==> src/rtl/tetris_score_pkg.sv <==
// Shared types and constants for the Tetris scoring engine.
package tetris_score_pkg;

  localparam int unsigned PEND_W = 5;

  typedef enum logic [1:0] {
    StIdle,
    StAdd,
    StLevel
  } state_e;

  // Base points indexed by lines cleared; entries 0 and 5..7 are invalid events.
  localparam logic [3:0] BASE_POINTS [8] = '{4'd0, 4'd1, 4'd3, 4'd5, 4'd8, 4'd0, 4'd0, 4'd0};

endpackage

==> src/rtl/tetris_score_unit_if.sv <==
// Line-clear event handshake between block_control and the scoring engine.
interface tetris_score_unit_if;
  logic       clear_valid;
  logic [2:0] clear_lines;
  logic       clear_ready;

  modport master (
    output clear_valid,
    output clear_lines,
    input  clear_ready
  );

  modport slave (
    input  clear_valid,
    input  clear_lines,
    output clear_ready
  );
endinterface

==> src/rtl/bcd_adder.sv <==
// Combinational packed-BCD adder with carry out of the top digit.
module bcd_adder #(
  parameter int unsigned DIGITS = 4
) (
  input  logic [4*DIGITS-1:0] i_a,
  input  logic [4*DIGITS-1:0] i_b,
  output logic [4*DIGITS-1:0] o_sum,
  output logic                o_carry
);

  logic [4:0] w_dsum;
  logic       w_c;

  always_comb begin
    o_sum  = '0;
    w_c    = 1'b0;
    w_dsum = '0;
    for (int i = 0; i < int'(DIGITS); i++) begin
      w_dsum = {1'b0, i_a[4*i +: 4]} + {1'b0, i_b[4*i +: 4]} + {4'd0, w_c};
      if (w_dsum > 5'd9) begin
        w_dsum = w_dsum + 5'd6;
        w_c    = 1'b1;
      end else begin
        w_c    = 1'b0;
      end
      o_sum[4*i +: 4] = w_dsum[3:0];
    end
    o_carry = w_c;
  end

endmodule

==> src/rtl/tetris_score_unit.sv <==
// Scoring engine: level-weighted line-clear points, soft-drop points, lines/level and high score.
module tetris_score_unit
  import tetris_score_pkg::*;
#(
  parameter int unsigned SCORE_DIGITS    = 6,
  parameter int unsigned LINE_DIGITS     = 3,
  parameter int unsigned LINES_PER_LEVEL = 10,
  parameter int unsigned MAX_LEVEL       = 15
) (
  input  logic                      clk,
  input  logic                      reset_n,
  input  logic                      start,
  tetris_score_unit_if.slave        clr_if,
  input  logic                      soft_drop,
  input  logic                      game_over,
  output logic [4*SCORE_DIGITS-1:0] score_bcd,
  output logic [4*SCORE_DIGITS-1:0] high_bcd,
  output logic [4*LINE_DIGITS-1:0]  lines_bcd,
  output logic [3:0]                level,
  output logic                      saturated,
  output logic                      busy
);

  localparam int unsigned SW = 4 * SCORE_DIGITS;
  localparam int unsigned LW = 4 * LINE_DIGITS;
  localparam logic [SW-1:0]     SCORE_MAX = {SCORE_DIGITS{4'h9}};
  localparam logic [LW-1:0]     LINES_MAX = {LINE_DIGITS{4'h9}};
  localparam logic [PEND_W-1:0] PEND_MAX  = '1;

  state_e            r_state, w_state_nxt;
  logic [SW-1:0]     r_score, w_score_nxt;
  logic [SW-1:0]     r_high, w_high_nxt;
  logic [LW-1:0]     r_lines, w_lines_nxt;
  logic [3:0]        r_level, w_level_nxt;
  logic [4:0]        r_lil, w_lil_nxt;
  logic [PEND_W-1:0] r_pend, w_pend_nxt;
  logic              r_sat, w_sat_nxt;
  logic              r_hs_pend, w_hs_pend_nxt;
  logic [3:0]        r_add_val, w_add_val_nxt;
  logic [4:0]        r_rep, w_rep_nxt;
  logic [2:0]        r_clr_lines, w_clr_lines_nxt;

  logic              w_ready, w_accept, w_lines_ok;
  logic              w_score_en, w_pend_dec, w_direct, w_pend_inc;
  logic [3:0]        w_score_inc;
  logic [SW-1:0]     w_score_b, w_score_sum;
  logic              w_score_cout;
  logic [LW-1:0]     w_lines_b, w_lines_sum;
  logic              w_lines_cout;
  logic [4:0]        w_lil_sum;

  assign w_ready            = (r_state == StIdle) && start;
  assign clr_if.clear_ready = w_ready;
  assign w_accept           = clr_if.clear_valid && w_ready;
  assign w_lines_ok         = (clr_if.clear_lines != 3'd0) && (clr_if.clear_lines <= 3'd4);
  assign w_pend_inc         = soft_drop && !w_direct;
  assign w_lil_sum          = r_lil + {2'b00, r_clr_lines};

  // Select what the score adder adds this cycle; an accepted clear blocks pend draining.
  always_comb begin
    w_score_en  = 1'b0;
    w_score_inc = 4'd0;
    w_pend_dec  = 1'b0;
    w_direct    = 1'b0;
    unique case (r_state)
      StIdle: begin
        if (!w_accept) begin
          if (r_pend != '0) begin
            w_score_en  = 1'b1;
            w_score_inc = 4'd1;
            w_pend_dec  = 1'b1;
          end else if (soft_drop) begin
            w_score_en  = 1'b1;
            w_score_inc = 4'd1;
            w_direct    = 1'b1;
          end
        end
      end
      StAdd: begin
        w_score_en  = 1'b1;
        w_score_inc = r_add_val;
      end
      default: ;
    endcase
  end

  always_comb begin
    w_score_b       = '0;
    w_score_b[3:0]  = w_score_inc;
    w_lines_b       = '0;
    w_lines_b[3:0]  = {1'b0, r_clr_lines};
  end

  bcd_adder #(.DIGITS(SCORE_DIGITS)) u_score_add (
    .i_a     (r_score),
    .i_b     (w_score_b),
    .o_sum   (w_score_sum),
    .o_carry (w_score_cout)
  );

  bcd_adder #(.DIGITS(LINE_DIGITS)) u_lines_add (
    .i_a     (r_lines),
    .i_b     (w_lines_b),
    .o_sum   (w_lines_sum),
    .o_carry (w_lines_cout)
  );

  always_comb begin
    w_state_nxt     = r_state;
    w_score_nxt     = r_score;
    w_high_nxt      = r_high;
    w_lines_nxt     = r_lines;
    w_level_nxt     = r_level;
    w_lil_nxt       = r_lil;
    w_pend_nxt      = r_pend;
    w_sat_nxt       = r_sat;
    w_hs_pend_nxt   = r_hs_pend;
    w_add_val_nxt   = r_add_val;
    w_rep_nxt       = r_rep;
    w_clr_lines_nxt = r_clr_lines;

    if (w_score_en) begin
      if (w_score_cout || r_sat) begin
        w_score_nxt = SCORE_MAX;
        w_sat_nxt   = 1'b1;
      end else begin
        w_score_nxt = w_score_sum;
      end
    end

    if (w_pend_inc && !w_pend_dec) begin
      if (r_pend != PEND_MAX) w_pend_nxt = r_pend + PEND_W'(1);
    end else if (!w_pend_inc && w_pend_dec) begin
      w_pend_nxt = r_pend - PEND_W'(1);
    end

    unique case (r_state)
      StIdle: begin
        if (w_accept && w_lines_ok) begin
          w_add_val_nxt   = BASE_POINTS[clr_if.clear_lines];
          w_rep_nxt       = {1'b0, r_level} + 5'd1;
          w_clr_lines_nxt = clr_if.clear_lines;
          w_state_nxt     = StAdd;
        end
      end
      StAdd: begin
        w_rep_nxt = r_rep - 5'd1;
        if (r_rep == 5'd1) w_state_nxt = StLevel;
      end
      StLevel: begin
        w_lines_nxt = w_lines_cout ? LINES_MAX : w_lines_sum;
        if (w_lil_sum >= 5'(LINES_PER_LEVEL)) begin
          w_lil_nxt = w_lil_sum - 5'(LINES_PER_LEVEL);
          if (r_level < 4'(MAX_LEVEL)) w_level_nxt = r_level + 4'd1;
        end else begin
          w_lil_nxt = w_lil_sum;
        end
        w_state_nxt = StIdle;
      end
      default: w_state_nxt = StIdle;
    endcase

    // A deferred compare also resolves on a game clear, against the pre-clear score.
    if ((game_over || r_hs_pend) && ((r_state == StIdle) || !start)) begin
      if (r_score > r_high) w_high_nxt = r_score;
      w_hs_pend_nxt = 1'b0;
    end else if (game_over) begin
      w_hs_pend_nxt = 1'b1;
    end

    if (!start) begin
      w_state_nxt = StIdle;
      w_score_nxt = '0;
      w_lines_nxt = '0;
      w_level_nxt = 4'd0;
      w_lil_nxt   = 5'd0;
      w_pend_nxt  = '0;
      w_sat_nxt   = 1'b0;
    end
  end

  always_ff @(posedge clk or negedge reset_n) begin
    if (!reset_n) begin
      r_state     <= StIdle;
      r_score     <= '0;
      r_high      <= '0;
      r_lines     <= '0;
      r_level     <= 4'd0;
      r_lil       <= 5'd0;
      r_pend      <= '0;
      r_sat       <= 1'b0;
      r_hs_pend   <= 1'b0;
      r_add_val   <= 4'd0;
      r_rep       <= 5'd0;
      r_clr_lines <= 3'd0;
    end else begin
      r_state     <= w_state_nxt;
      r_score     <= w_score_nxt;
      r_high      <= w_high_nxt;
      r_lines     <= w_lines_nxt;
      r_level     <= w_level_nxt;
      r_lil       <= w_lil_nxt;
      r_pend      <= w_pend_nxt;
      r_sat       <= w_sat_nxt;
      r_hs_pend   <= w_hs_pend_nxt;
      r_add_val   <= w_add_val_nxt;
      r_rep       <= w_rep_nxt;
      r_clr_lines <= w_clr_lines_nxt;
    end
  end

  assign score_bcd = r_score;
  assign high_bcd  = r_high;
  assign lines_bcd = r_lines;
  assign level     = r_level;
  assign saturated = r_sat;
  assign busy      = (r_state != StIdle);

endmodule
==> src/flat_wrapper.sv <==
// flat-port wrapper written by rule: the top's interface ports become plain ports
module tetris_score_unit_flat import tetris_score_pkg::*;
#(
  parameter int unsigned SCORE_DIGITS    = 6,
  parameter int unsigned LINE_DIGITS     = 3,
  parameter int unsigned LINES_PER_LEVEL = 10,
  parameter int unsigned MAX_LEVEL       = 15
)
  (clk, reset_n, start, soft_drop, game_over, score_bcd, high_bcd, lines_bcd, level, saturated, busy, clr_if_clear_valid, clr_if_clear_lines, clr_if_clear_ready);
  tetris_score_unit_if clr_if_i ();
  input  logic clk;
  input  logic reset_n;
  input  logic start;
  input  logic soft_drop;
  input  logic game_over;
  output logic [4*SCORE_DIGITS-1:0] score_bcd;
  output logic [4*SCORE_DIGITS-1:0] high_bcd;
  output logic [4*LINE_DIGITS-1:0] lines_bcd;
  output logic [3:0] level;
  output logic saturated;
  output logic busy;
  input wire logic [$bits(clr_if_i.clear_valid)-1:0] clr_if_clear_valid;
  input wire logic [$bits(clr_if_i.clear_lines)-1:0] clr_if_clear_lines;
  output wire logic [$bits(clr_if_i.clear_ready)-1:0] clr_if_clear_ready;
  assign clr_if_i.clear_valid = clr_if_clear_valid;
  assign clr_if_i.clear_lines = clr_if_clear_lines;
  assign clr_if_clear_ready = clr_if_i.clear_ready;
  tetris_score_unit #(.SCORE_DIGITS(SCORE_DIGITS), .LINE_DIGITS(LINE_DIGITS), .LINES_PER_LEVEL(LINES_PER_LEVEL), .MAX_LEVEL(MAX_LEVEL)) u_core (.clk(clk), .reset_n(reset_n), .start(start), .clr_if(clr_if_i), .soft_drop(soft_drop), .game_over(game_over), .score_bcd(score_bcd), .high_bcd(high_bcd), .lines_bcd(lines_bcd), .level(level), .saturated(saturated), .busy(busy));
endmodule
==> config.mk <==
export PLATFORM = sky130hd
export DESIGN_NAME = tetris_score_unit_flat
export DESIGN_NICKNAME = d
export VERILOG_FILES = /design/src/rtl/tetris_score_pkg.sv /design/src/rtl/tetris_score_unit_if.sv /design/src/rtl/bcd_adder.sv /design/src/rtl/tetris_score_unit.sv /design/src/flat_wrapper.sv
export SDC_FILE = /design/constraint.sdc
export NUM_CORES = 1
export LEC_CHECK = 0
export ABC_AREA = 1
export CAP_MARGIN = 40
export CORE_AREA = 2 2 115 106
export DETAILED_ROUTE_END_ITERATION = 10
export DIE_AREA = 0 0 117 108
export PLACE_DENSITY = 0.8
export SYNTH_ARGS = -nofsm -noshare
export SYNTH_HDL_FRONTEND = slang
export SYNTH_SLANG_ARGS = --single-unit
==> constraint.sdc <==
create_clock -name clk -period 18.2 [get_ports clk]
set_clock_uncertainty 0.1 [all_clocks]
set_input_delay 4.55 -clock clk [delete_from_list [all_inputs] [get_ports clk]]
set_output_delay 4.55 -clock clk [all_outputs]
set_load 0.02 [all_outputs]
* Word level (Yosys, flattened, before mapping) *
Memory sizes are Yosys's and may differ from the RTL's. A register that Yosys moved wholly into a read port is not among the register bits.
Index checks and enable logic that the tools add are counted.

storage, ports and cells
  memories = 1
  flip-flop bits (word level) = 86
  output and inout port bits = 67
  memory bits (read-only) = 32

memory list
  memory           depth  bits a word  read ports  clocked after memory_dff  write ports  line                      RTL
  (no name shown)  8      4            1           1                         0            tetris_score_unit.sv:140  w_add_val_nxt = BASE_POINTS[clr_if.clear_lines];

operators by class
  $lt $le $gt $ge = 13
  mux-type cells = 60
  reduce and logical (&&, ||, !) cells = 29
  bitwise operators = 1
  $add $sub $neg = 25
  equal/unequal tests = 14

operators with widths
  operator             count
  $mux 24              3
  $mux 4               15
  $gt 5x4->1 const B   9
  $mux 5               8
  $add 4x3->4 const B  9
  $mux 12              3
  $add 4x1->5          7
  $gt 24x24->1         1
  $mux 1               24
  $reduce_and 2->1     6
  $ne 2x1->1 const B   5
  $pmux 5 s2           1
  $sub 5x1->5 const B  2
  $logic_and 1x1->1    8
  $pmux 4 s2           1
  $mux 2               3
  $ne 3x3->1 const B   2
  $reduce_bool 2->1    3
  $add 4x1->5 const B  1
  $add 4x3->5          1
  $add 4x4->5          1
  $add 5x1->5 const B  1
  $add 5x3->5          1
  $eq 5x1->1 const B   1
  20 further kinds     26

* Logic depth before layout (Yosys ltp) *
Gate-level depths: netlist of the first run.

  depth in word-level cells = 27
  depth in mapped cells = 47
  depth with buffers taken out = 47

* Hierarchy *
From an unflattened synthesis of the first run, not the netlist that was laid out.

unflattened totals
  cells, all modules = 1083
  area, all modules = 7634.8 sq um

by module, submodules not included
  module                           area each (sq um)  cells each  seq. area each (sq um)  instances
  tetris_score_unit                4931.0             625         2252.2                  1
  bcd_adder at u_core.u_score_add  1784.2             308         0.0                     1
  bcd_adder at u_core.u_lines_add  919.6              150         0.0                     1

* Worst setup path before layout of the first run *
No wires, ideal clock.

  kind = input to register
  start point = in start
  end point = reg u_core.r_score[10] (netlist: u_core.score_bcd[10])
  path slack = 7419 ps
  cell stages on the path = 46
  setup time = 120 ps
  arrival time = 10561 ps
  cell sequence = inv_2 > o21ai_2 > inv_2 > o21ai_2 > o21ai_0 > ha_1 > inv_1 > fa_1 > xor2_1 > nand2_1 > nand3_1 > nand2_1 > ha_1 > ha_1 > xnor2_1 > nand2_1 > nand2_1 > nand2_1 > [10 not listed] > nand2_1 > nand2_1 > ha_1 > ha_1 > xnor2_1 > nand2_1 > nand2_1 > nand2_1 > ha_1 > ha_1 > or2_1 > nand3b_1 > nand2_1 > nand2_1 > nor2_2 > buf_4 > o21ai_1 > nand2_1

on the way
  longest elaborated chain between the ends = 26
  elaborated cells between the ends (all ways) = 31

RTL lines
  element               line                      RTL
  start, declared       flat_wrapper.sv:13        input logic start;
  $logic_and 1x1->1     tetris_score_unit.sv:52   assign w_ready = (r_state == StIdle) && start;
  $logic_and 1x1->1     tetris_score_unit.sv:54   assign w_accept = clr_if.clear_valid && w_ready;
  $mux 4                tetris_score_unit.sv:67   if (!w_accept) begin
  $pmux 4 s2            tetris_score_unit.sv:65   unique case (r_state)
  $add 4x4->5           bcd_adder.sv:19           w_dsum = {1'b0, i_a[4*i +: 4]} + {1'b0, i_b[4*i +: 4]} + {4'd0, w_c};
  $gt 5x4->1            bcd_adder.sv:20           if (w_dsum > 5'd9) begin
  $mux 1                bcd_adder.sv:20
  $add 4x1->5           bcd_adder.sv:19
  [10 not listed]       n/a
  $mux 1                bcd_adder.sv:20
  $add 4x1->5           bcd_adder.sv:19
  $gt 5x4->1            bcd_adder.sv:20
  $mux 1                bcd_adder.sv:20
  $logic_or 1x1->1      tetris_score_unit.sv:123  if (w_score_cout || r_sat) begin
  $mux 24               tetris_score_unit.sv:123
  $mux 24               tetris_score_unit.sv:122  if (w_score_en) begin
  $mux 24               tetris_score_unit.sv:171  if (!start) begin
  end signal, assigned  tetris_score_unit.sv:198  r_score <= w_score_nxt;
  end, declared         tetris_score_unit.sv:31   logic [SW-1:0] r_score, w_score_nxt;

Several ways; a longest one is shown, not always the timed one. The select of a mux whose other input is x is not followed.
A chain may end at the register's enable or synchronous reset.

* Worst setup path in the final report of the first run *
  start point = in start
  end point = reg u_core.r_score[6] (netlist: u_core.score_bcd[6])

The elaborated chain is that of the path after synthesis.

==> results of run 1 <==
## metal layers
| layer | up-vias | part of all wire | global-route usage |
|---|---|---|---|
| met4 | 0 | 0.013 | 0.0622 |
| met3 | 18 | 0.049 | 0.0398 |
| met5 | - | 0 | 0 |
| li1 | 2747 | - | - |
| met2 | 144 | 0.48 | 0.387 |
| met1 | 2558 | 0.46 | 0.320 |
## cell families after synthesis
family,Yosys count,share of synthesized area
AND/OR/NAND/NOR,399,0.273
AO/OA/AOI/OAI,91,0.0861
adder cells (fa/ha/maj),70,0.148
buffers and inverters,127,0.0822
flip-flops,90,0.368
XOR/XNOR,28,0.0425
## where the power goes
part | internal [µW] | switching [µW] | total [µW]
combinational | 79.9 | 190 | 270
clock | 107 | 80.4 | 187
sequential | 220 | 19.0 | 239
## registers in the layout, indices dropped and copies added (netlist names)
signal / count
u_core.r_rep: 5
u_core.saturated: 1
u_core.r_hs_pend: 1
u_core.high_bcd: 24
u_core.r_clr_lines: 3
u_core.score_bcd: 24
u_core.r_state: 2
u_core.lines_bcd: 12
u_core.r_pend: 5
u_core.r_add_val: 4
u_core.r_lil: 5
u_core.level: 4
## worst max path at each step
stage	startpoint	end	cells after the start
2_1_floorplan	start	u_core.score_bcd[10]	46
3_3_place_gp	start	u_core.score_bcd[6]	45
3_5_place_dp	start	u_core.score_bcd[6]	45
4_1_cts	start	u_core.score_bcd[6]	45
5_1_grt	start	u_core.score_bcd[6]	45
6_report	start	u_core.score_bcd[6]	45
## synthesized netlist by cell type (6+ instances only)
library cell and instances:
nand3_1 81, ha_1 66, o21ai_0 27, o21ai_1 12, xnor2_1 7, o22ai_1 9
buf_2 9, nand4_1 7, inv_2 6, dfrtp_1 90, inv_1 106, nor2_1 43
nand2_1 254, xor2_1 19, a21oi_1 28
## layout by cell type, fill, tap and decap left out, types with 4 or more instances in the layout
master and n:
o21ai_1 12, xnor2_1 7, clkbuf_16 9, inv_1 106, o22ai_1 9, clkdlybuf4s50_1 74
nand2_1 254, ha_1 66, dfrtp_1 90, nand3_1 81, nor2_2 4, a21oi_1 28
nand4_1 7, xor2_1 19, nor2_1 43, o21ai_0 27, inv_2 6, fa_1 4
o21ai_2 4
## per-stage QoR
step | instance area (µm²) | total power [µW] | worst slack [ns] | hold WS, ns
3_3_place_gp | 7000 | 505 | 5.70 | 0.380
2_1_floorplan | 6120 | 435 | 7.42 | 0.347
6_report | 7300 | 696 | 5.55 | 0.396
3_5_place_dp | 7000 | 509 | 5.34 | 0.382
5_1_grt | 7300 | 743 | 4.81 | 0.424
4_1_cts | 7300 | 699 | 5.63 | 0.401
## critical path, delay by kind of cell
family	cells	cell delay [ns]
AO/OA/AOI/OAI	4	0.58
buffers and inverters	4	1.13
AND/OR/NAND/NOR	20	2.71
adder cells (fa/ha/maj)	12	2.57
XOR/XNOR	5	1.25
## layout make-up
class,instances,area share
tap,156,0.0267
sequential,90,0.309
inverter,114,0.0586
clock buffer,10,0.0314
timing repair buffer,77,0.105
clock inverter,6,0.00926
multi-input combinational,588,0.461
==> run metrics, run 1 <==
via count=5467; Seq. cell area=2250 µm²; Worst Hold Path Cells=2; Critical Path Slowest Stage Cell=clkdlybuf4s50_1; Worst setup EP type=flop; port bufs=75; initial antenna violation count=0; critical path's most frequent cell=nand2_1; Post-Synthesis Cells=805; CP max stage delay=0.87 ns; Setup TNS Final=0 ns; Synth Area per Inst=7.60 µm²; Slew @ Worst Pin=0.759 ns; RR Startpoint=u_core.r_state[1]; initial drt markers=276; Worst R2R Path Depth=42; largest net degree at the start of global routing=48; max-slew violation count=0; clock tree from TritonCTS=yes; Starting Density=0.539; setup repair bufs after CTS=0; post-route minimum period=12.65 ns; Final Core Density=0.643; Net Count, Synth=884; grt total ovfl=0; Pwr Density=95.4 nW/µm²; synthesized area=6120 µm²; Root Driver=clkbuf_16; worst vdd ir=0.0986 mV; H-tree Lvls=3; # fillers=974; Data required, critical path=18.39 ns; RSZ-0062 raised after global routing=false; Die Y=108 µm; CP Launch Type=input pin; multi-input logic area=3360 µm²; I/O pin total=76; post-synthesis sequential area ratio=0.368; WHS Endpoint=u_core.high_bcd[10]; LEAKAGE=0.00387 µW; Placeable Area=11300 µm²; first-pass GRT wire length=23.6 mm; Max Buffers Root-to-Sink=2; DR WL/cell=13.6 µm; post-DP HPWL=10.2 mm; setup violators final=0; share of cells above drive strength 1=0.0441; Unique masters post-synth=36; main flop type after synthesis=dfrtp_1; die area=12600 µm²; crit path kind=input pin to flop; Worst-path clk slew=0.07 ns; min-delay src=u_core.high_bcd[10]; Worst R2R End=u_core.score_bcd[6]; post-CTS sizing=0; r2r setup slk=9.89 ns; Final ANT Viol Nets=0; status=complete, no violations; GPL Wtd Cong=0.899; clk sink count=90; final cycle utilization of the critical path=0.695; vias in the first global route=5042; sum of routed wire length over all layers=14.1 mm; Die Span X=117 µm; NumNets Final=959; Yosys reg bits=90; synth warn=0; diode count=0; top cells by area, synth=dfrtp_1 37%, nand2_1 16%, ha_1 13%; Non-Filler Instances=1041; CP arrival=12.84 ns; EDFF count, synth=0; max-capacitance violation count=0; area share of the largest cell type after synthesis=0.368; crit-path max FO=15; worst min-delay path class=flop to flop; Post-CTS Hold Fix Bufs=0; Vias/cell=5.25; total track usage=0.234; Worst-Skew Late Latency=0.35 ns; FMAX=79.0 MHz; 1st-pass router iterations=5; Placed Cells=1025; largest area contributor in the netlist=dfrtp_1; synth-to-layout area growth=19.3%; row count=37; DRC=0; slew margin rel.=0.493; Hold Fails Final Rpt=0; total CTS buffers=9; Post-synth ARST share=1.00
Power figures use the tool's default switching activity.
==> inputs of run 2 (changes only) <==
--- a/config.mk
+++ b/config.mk
@@ -7,10 +7,10 @@
 export LEC_CHECK = 0
 export ABC_AREA = 1
 export CAP_MARGIN = 40
-export CORE_AREA = 2 2 115 106
+export CORE_AREA = 2 2 119 109
 export DETAILED_ROUTE_END_ITERATION = 10
-export DIE_AREA = 0 0 117 108
-export PLACE_DENSITY = 0.8
+export DIE_AREA = 0 0 121 111
+export PLACE_DENSITY = 0.79
 export SYNTH_ARGS = -nofsm -noshare
 export SYNTH_HDL_FRONTEND = slang
 export SYNTH_SLANG_ARGS = --single-unit
==> constraint.sdc (replaced) <==
create_clock -name clk -period 10.6 [get_ports clk]
set_clock_uncertainty 0.1 [all_clocks]
set_input_delay 2.65 -clock clk [delete_from_list [all_inputs] [get_ports clk]]
set_output_delay 2.65 -clock clk [all_outputs]
set_load 0.02 [all_outputs]
==> run 2 against run 1 <==
  * Sequential share of layout area about the same
  * Total power increased by 70%
  * Setup slack worse by 4.8 ns
  * Clock power up 68%
  * Routed wire length is 1.7% lower
  * Count of clock-buffer cells in the layout grew 3
  * Cell area increased by 0.12%
  * Die area is 6.3% higher
  * Flip-flop and latch count unchanged
  * Utilization down 5.2 points
  * Non-clock buffer count rose by 2
  * Critical path depth unchanged
==> run metrics, run 2 (synthesized netlist as in run 1, its figures left out) <==
final cycle utilization of the critical path=0.934; critical path's most frequent cell=nand2_1; Die Span X=121 µm; Worst Hold Path Cells=2; DRC=0; CP delay by family, top=adder cells; first-pass GRT wire length=23.4 mm; worst min-delay path class=flop to flop; CP Launch Type=input pin; Worst-path clk slew=0.07 ns; Max Buffers Root-to-Sink=2; H-tree Lvls=3; Hold Worst Slack=0.387 ns; NumNets Final=961; 1st-pass router iterations=7; NetSw=484 µW; largest net degree at the start of global routing=47; I/O pin total=76; sequential power share=0.348; Placeable Area=12300 µm²; sum of routed wire length over all layers=13.9 mm; share of cells above drive strength 1=0.0428; total track usage=0.214; vias in the first global route=4888; slew margin rel.=0.494; synth-to-layout area growth=19.4%; Crit. path cell count=45; Die Y=111 µm; post-route minimum period=9.90 ns; RSZ-0062 raised after global routing=false; GPL Wtd Cong=0.870; row count=39; Worst Path Buf+Inv=4; setup repair bufs after CTS=0; diode count=0; initial drt markers=375; Net Sw Frac=0.410; Hold Fails Final Rpt=0; crit-path max FO=12; Worst-Skew Late Latency=0.35 ns; commonest non-fill, non-tap cells in the layout=254 x nand2_1, 106 x inv_1, 90 x dfrtp_1, 81 x nand3_1, 74 x clkdlybuf4s50_1; clk sink count=90; status=complete, no violations; max-capacitance violation count=0; Seq. cell area=2250 µm²; die area=13400 µm²; Final ANT Viol Nets=0; Pint=697 µW; initial antenna violation count=0; post-DP HPWL=10.1 mm; crit path kind=input pin to flop; clock tree from TritonCTS=yes; LEAKAGE=0.00388 µW; port bufs=75; Worst R2R Path Depth=42; Post-CTS Hold Fix Bufs=0; grt total ovfl=0; Placed Cells=1035; max-slew violation count=0; CP arrival=10.09 ns; dpl ws=0.401 ns; clock power share=0.266; Worst setup EP type=flop; Slew @ Worst Pin=0.757 ns; Setup TNS Final=0 ns; Vias/cell=5.14; multi-input logic area=3360 µm²; FMAX=101 MHz; Comb pwr share=0.387; Final Core Density=0.592; Non-Filler Instances=1051; Data required, critical path=10.79 ns; Root Driver=clkbuf_16; CP max stage delay=0.47 ns; Pwr Density=162 nW/µm²; Final WS setup=0.702 ns; DR WL/cell=13.2 µm; Critical Path Slowest Stage Cell=nor2_2; # fillers=1103; Starting Density=0.495; most common cell after layout, fill and taps aside=nand2_1; worst vdd ir=0.138 mV; setup violators final=0; via count=5398; total CTS buffers=9; post-CTS sizing=0
run 2: power groups by stage:
stage	registers (µW)	logic, µW	clock network, µW
final	411	457	314
after global routing	416	517	333
after CTS	410	459	318
after detailed placement	416	455	0
after global placement	416	450	0
after floorplan	421	327	0
run 2: worst reg2reg max path: cells and delay by family (launching register included):
family          cells  cell delay [ns]
fa+ha+maj          12             2.73
simple gates       21             2.65
xor+xnor            5             1.28
flops               1             0.40
compound gates      2             0.37
buf+inv             2             0.24
run 2: path summary, 6_finish.rpt:
check / start / endpoint / slack [ns]
min in group asynchronous: reset_n / u_core.high_bcd[14] / 2.20
setup reg to reg: u_core.r_state[1] / u_core.score_bcd[6] / 2.77
hold reg to reg: u_core.r_lil[2] / u_core.r_lil[2] / 0.39
hold / removal: u_core.r_lil[2] / u_core.r_lil[2] / 0.39
max in group asynchronous: reset_n / u_core.r_lil[1] / 7.17
setup / recovery: start / u_core.score_bcd[6] / 0.70
run 2: layer usage:
| metal | vias up | routed length (µm) | track usage |
|---|---|---|---|
| met1 | 2529 | 6860 | 0.315 |
| met2 | 113 | 6290 | 0.329 |
| met3 | 15 | 528 | 0.0293 |
| met4 | 0 | 189 | 0.0597 |
| li1 | 2741 | - | - |
| met5 | - | 0 | 0 |
run 2: metrics by stage:
| stage | power (µW) | instance area [µm²] |
|---|---|---|
| finish | 1180 | 7310 |
| global route | 1270 | 7310 |
| CTS | 1190 | 7310 |
| detailed placement | 871 | 7030 |
| global placement | 866 | 7030 |
| floorplan | 747 | 6120 |
run 2: cell type report:
type	instances	area share
Clock buffer	13	0.0329
Clock inverter	3	0.00548
Inverter	114	0.0586
Multi-Input combinational cell	588	0.460
Sequential cell	90	0.308
Tap cell	164	0.0281
Timing Repair Buffer	79	0.107
